==> src/rtl/count_ctrl.sv <==
// count_ctrl: run/pause/step sequencer for the 4-bit display counter.
// Ports: clk/reset (50 MHz, sync active-high); start/stop/step async levels, rising edge = event;
// wrap/terminal select wrap-or-halt at the terminal count; count_q is counter feedback;
// cnt_en/cnt_clr are one-cycle strobes to the counter; running/done flag states RUN/DONE.
module count_ctrl #(
  parameter int DIV = 50_000_000,
  localparam int PW = $clog2(DIV)
) (
  input  logic       clk,
  input  logic       reset,
  input  logic       start,
  input  logic       stop,
  input  logic       step,
  input  logic       wrap,
  input  logic [3:0] terminal,
  input  logic [3:0] count_q,
  output logic       cnt_en,
  output logic       cnt_clr,
  output logic       running,
  output logic       done
);
  typedef enum logic [1:0] {IDLE, RUN, PAUSE, DONE} state_t;
  state_t state_q, state_d;
  logic [PW-1:0] pre_q, pre_d;
  logic [2:0] s1_q, s2_q, s3_q;
  logic cnt_en_q, cnt_en_d, cnt_clr_q, cnt_clr_d, running_q, running_d, done_q, done_d;
  logic ev_start, ev_stop, ev_step, tick, at_term, adv;
  // sync bits are {start, stop, step}; stop beats start beats step
  assign ev_stop  = s2_q[1] & ~s3_q[1];
  assign ev_start = s2_q[2] & ~s3_q[2] & ~ev_stop;
  assign ev_step  = s2_q[0] & ~s3_q[0] & ~ev_stop & ~(s2_q[2] & ~s3_q[2]);
  assign tick     = (state_q == RUN) && (pre_q == PW'(DIV - 1));
  assign at_term  = count_q == terminal;
  assign cnt_en   = cnt_en_q;
  assign cnt_clr  = cnt_clr_q;
  assign running  = running_q;
  assign done     = done_q;
  always_ff @(posedge clk) begin
    if (reset) begin
      state_q   <= IDLE;
      pre_q     <= '0;
      s1_q      <= '0;
      s2_q      <= '0;
      s3_q      <= '0;
      cnt_en_q  <= 1'b0;
      cnt_clr_q <= 1'b1;
      running_q <= 1'b0;
      done_q    <= 1'b0;
    end else begin
      state_q   <= state_d;
      pre_q     <= pre_d;
      s1_q      <= {start, stop, step};
      s2_q      <= s1_q;
      s3_q      <= s2_q;
      cnt_en_q  <= cnt_en_d;
      cnt_clr_q <= cnt_clr_d;
      running_q <= running_d;
      done_q    <= done_d;
    end
  end
  always_comb begin
    state_d = state_q;
    adv = 1'b0;
    case (state_q)
      IDLE:    if (ev_start) state_d = RUN; else adv = ev_step;
      RUN:     if (ev_stop) state_d = PAUSE; else adv = tick;
      PAUSE:   if (ev_start) state_d = RUN; else adv = ev_step;
      default: if (ev_start) state_d = RUN; else if (ev_stop) state_d = IDLE;
    endcase
    if (adv && at_term && !wrap) state_d = DONE;
    // a stop freezes pre where it stands so resume continues the same period
    pre_d = (state_q == RUN && !ev_stop) ? (tick ? '0 : pre_q + PW'(1)) :
            (state_q != PAUSE && state_d == RUN) ? '0 : pre_q;
  end
  always_comb begin
    cnt_en_d  = adv & ~at_term;
    cnt_clr_d = (adv & at_term & wrap) | ((state_q == DONE) & ev_start);
    running_d = state_d == RUN;
    done_d    = state_d == DONE;
  end
endmodule

==> config.mk <==
export PLATFORM = sky130hd
export DESIGN_NAME = count_ctrl
export DESIGN_NICKNAME = d
export VERILOG_FILES = /design/src/rtl/count_ctrl.sv
export SDC_FILE = /design/constraint.sdc
export NUM_CORES = 1
export LEC_CHECK = 0
export BUFFER_PORTS_ARGS = -buffer_cell sky130_fd_sc_hd__buf_2
export CAP_MARGIN = 15
export CORE_MARGIN = 3
export CORE_UTILIZATION = 30
export CTS_BUF_LIST = sky130_fd_sc_hd__clkbuf_2
export DETAILED_ROUTE_END_ITERATION = 12
export GPL_TIMING_DRIVEN = 0
export SLEW_MARGIN = 10
export SYNTH_ARGS = -nofsm -noshare
export SYNTH_HDL_FRONTEND = slang
export SYNTH_SLANG_ARGS = --single-unit
==> constraint.sdc <==
create_clock -name clk -period 2 [get_ports clk]
set_input_delay 0.4 -clock clk [delete_from_list [all_inputs] [get_ports clk]]
set_output_delay 0.4 -clock clk [all_outputs]
set_load 0.05 [all_outputs]
==> impl_metrics.env <==
export IMPL_status="complete, no violations"
export IMPL_gp_congestion=0.808
export IMPL_fin_area_um2=2400
export IMPL_worst_slack_ps=110
export IMPL_synth_seq_cells=41
export IMPL_hold_slack_ps=188
export IMPL_relSlewSlack_pct=66.7
export IMPL_cts_max_path_buffers=2
export IMPL_ant_nets=0
export IMPL_start_kind="flop"
export IMPL_hold_viol=0
export IMPL_via_per_inst=5.12
export IMPL_die_h_um=89.9
export IMPL_path_delay_family="simple AND/OR/NAND/NOR gates"
export IMPL_grt_use_total_pct=12.3
export IMPL_n_antenna_cell=0
export IMPL_die_w_um=89.9
export IMPL_placed_cell_area_um2=2310
export IMPL_cts_sinks=41
export IMPL_path_cells="ha_2 -> nand3_4 -> nor4_4 -> a21oi_4 -> buf_6 -> buf_8 -> a21oi_1 -> a21oi_1"
export IMPL_synth_most_common_cell="dfxtp_1"
export IMPL_ir_drop_v=0.000283
export IMPL_numPortBuffers=17
export IMPL_cts_root_buffer="clkbuf_2"
export IMPL_crit_path_frequent_cell="a21oi_1"
export IMPL_vias=1854
export IMPL_cts_buffers=5
export IMPL_tns_ps=0
export IMPL_syn_area_um2=2110
export IMPL_slew_violations=0
export IMPL_yosysWarnings=0
export IMPL_drv_cap=0
export IMPL_core_um2=6570
export IMPL_synth_top_area_share_pct=38.9
export IMPL_min_path_type="in -> reg"
export IMPL_wl_mm=4.74
export IMPL_tightest_slew_ps=500
export IMPL_synth_distinct_cells=59
export IMPL_r2r_slack_ps=110
export IMPL_detail_route_iter0_violations=111
export IMPL_grt_pass1_wl_mm=8.27
export IMPL_skew_ps=14.2
export IMPL_fin_crit_ps=1890
export IMPL_io_pins=18
export IMPL_area_growth_syn_to_layout_pct=13.6
export IMPL_cts_max_level=2
export IMPL_preCtsSetupSlack_ps=-54.4
export IMPL_synth_edff_count=0
export IMPL_cp_slowest_cell="dfxtp_4"
export IMPL_cellLeakagePower_nw=0.867
export IMPL_grt_max_degree=13
export IMPL_cts_tree="built"
export IMPL_min_period_over_period_pct=94.5
export IMPL_power_density_nw_per_um2=545
export IMPL_critical_path_class="reg -> reg"
export IMPL_synth_flop_cell="dfxtp_1"
export IMPL_crit_buf_inv=2
export IMPL_die_area_um2=8080
export IMPL_hpwlAfterDp_mm=3.35
export IMPL_fmax_ghz=0.529
export IMPL_final_core_util_pct=36.5
export IMPL_critPathArrivalTime_ps=2210
export IMPL_nNetsFinal=283
export IMPL_endpoint_kind="flop"
export IMPL_rows=29
export IMPL_avgSynthCellArea_um2=8.73
export IMPL_finalSetupViolCount=0
export IMPL_clock_latency_ps=400
export IMPL_crit_required_ps=2320
export IMPL_synth_common_cells="41 x dfxtp_1, 28 x nand2_1, 19 x nand3_1, 17 x a21oi_1, 15 x a31oi_1"
export IMPL_grt_pass1_vias=1676
export IMPL_first_pass_iters=4
export IMPL_synth_top_area_cell="dfxtp_1"
export IMPL_clkTransAtPathRegs_ps=210
export IMPL_drive_gt1_share_pct=20.4
export IMPL_start_util_pct=32.2
export IMPL_grt_ovfl_total=0
export IMPL_holdBufCountCts=0
export IMPL_antenna_found_initial=0
export IMPL_max_stage_delay_ps=410
export IMPL_seq_area_frac_synth_pct=38.9
export IMPL_synth_area_leaders="dfxtp_1 39%, nand2_1 5.0%, nand3_1 4.5%, a31oi_1 4.4%, a21oi_1 4.0%"
export IMPL_syn_nets=257
export IMPL_route_detailed_wl_per_inst_um=13.1
export IMPL_drc=0
export IMPL_crit_fanout=10
export IMPL_synth_cells=242
export IMPL_async_flop_share_pct=0
[sequential cells by signal (all words and copies together) (netlist names)]
register  count
s2_q          3
done          1
pre_q        26
s3_q          3
cnt_clr       1
s1_q          3
state_q       2
running       1
cnt_en        1
[through the flow]
stage / total power (W) / instances
finish: 0.00131 / 362
global route: 0.00137 / 362
CTS: 0.00132 / 360
detailed placement: 0.000977 / 352
global placement: 0.000976 / 352
floorplan: 0.000937 / 242
[metal layers]
| layer | wire [µm] | GRT usage, % | up-vias |
|---|---|---|---|
| met5 | 0 | 0 | - |
| met4 | 27 | 2.30 | 0 |
| met3 | 263 | 2.92 | 5 |
| met2 | 2050 | 18.9 | 42 |
| met1 | 2400 | 17.8 | 841 |
| li1 | - | - | 966 |
[where the power goes]
group          internal [W]  leakage, nW  switching [W]  total (W)
Combinational     0.0000501        0.505      0.0000722   0.000122
Clock             0.0000766       0.0278       0.000270   0.000347
Sequential         0.000831        0.334     0.00000856   0.000840
Total              0.000958        0.867       0.000351    0.00131
[worst paths after layout]
check | cells after the start | startpoint | to
worst min register to register | 1 | s1_q[1] | s2_q[1]
worst max-delay path | 8 | pre_q[0] | pre_q[7]
worst max register to register | 8 | pre_q[0] | pre_q[7]
worst min-delay path | 2 | stop | s1_q[1]
[worst register-to-register path: stages (launching register included)]
cell and delay [ps]:
dfxtp_4 410, ha_2 220, nand3_4 110, nor4_4 390, a21oi_4 140, buf_6 180, buf_8 150, a21oi_1 140
a21oi_1 80
[cell type report]
class,count,area [µm²]
buffer,12,92.6
sequential,41,826
timing repair buffer,19,100
inverter,1,3.75
multi-input combinational,188,1220
fill,666,4170
clock inverter,3,12.5
tap,93,116
clock buffer,5,25.0
[logic make-up after synthesis]
family	synth area share, %
AOI/OAI and AO/OA	19.3
muxes	0.474
adders and majority gates	1.07
xor gates and xnor gates	2.07
buffers and inverters	4.56
and+or+nand+nor	33.6
DFF	38.9
[timing repair]
item,4_1_cts,5_1_grt
gates cloned,0,0
resized for setup,1,9
pin swaps,1,2
setup buffers,0,2
endpoints found under the hold margin,0,0
endpoints found under the setup margin,18,23
[cell usage in the layout (no fill, tap or decap), types with 3 or more instances in the layout]
master	synthesis	final
a21o_1	3	3
a21oi_1	17	16
a22o_1	3	3
a31oi_1	15	15
and3_1	6	6
and4_1	4	3
buf_2	1	18
buf_4	2	4
clkbuf_1	3	3
clkbuf_2	1	6
dfxtp_1	41	39
nand2_1	28	28
nand2b_1	5	5
nand3_1	19	18
nand4_1	9	9
nor2_1	12	12
nor2b_1	9	9
nor4_1	3	3
o21ai_0	6	6
o21ai_1	3	3
or3b_1	4	4
xor2_1	4	4
Power figures use the tool's default switching activity.
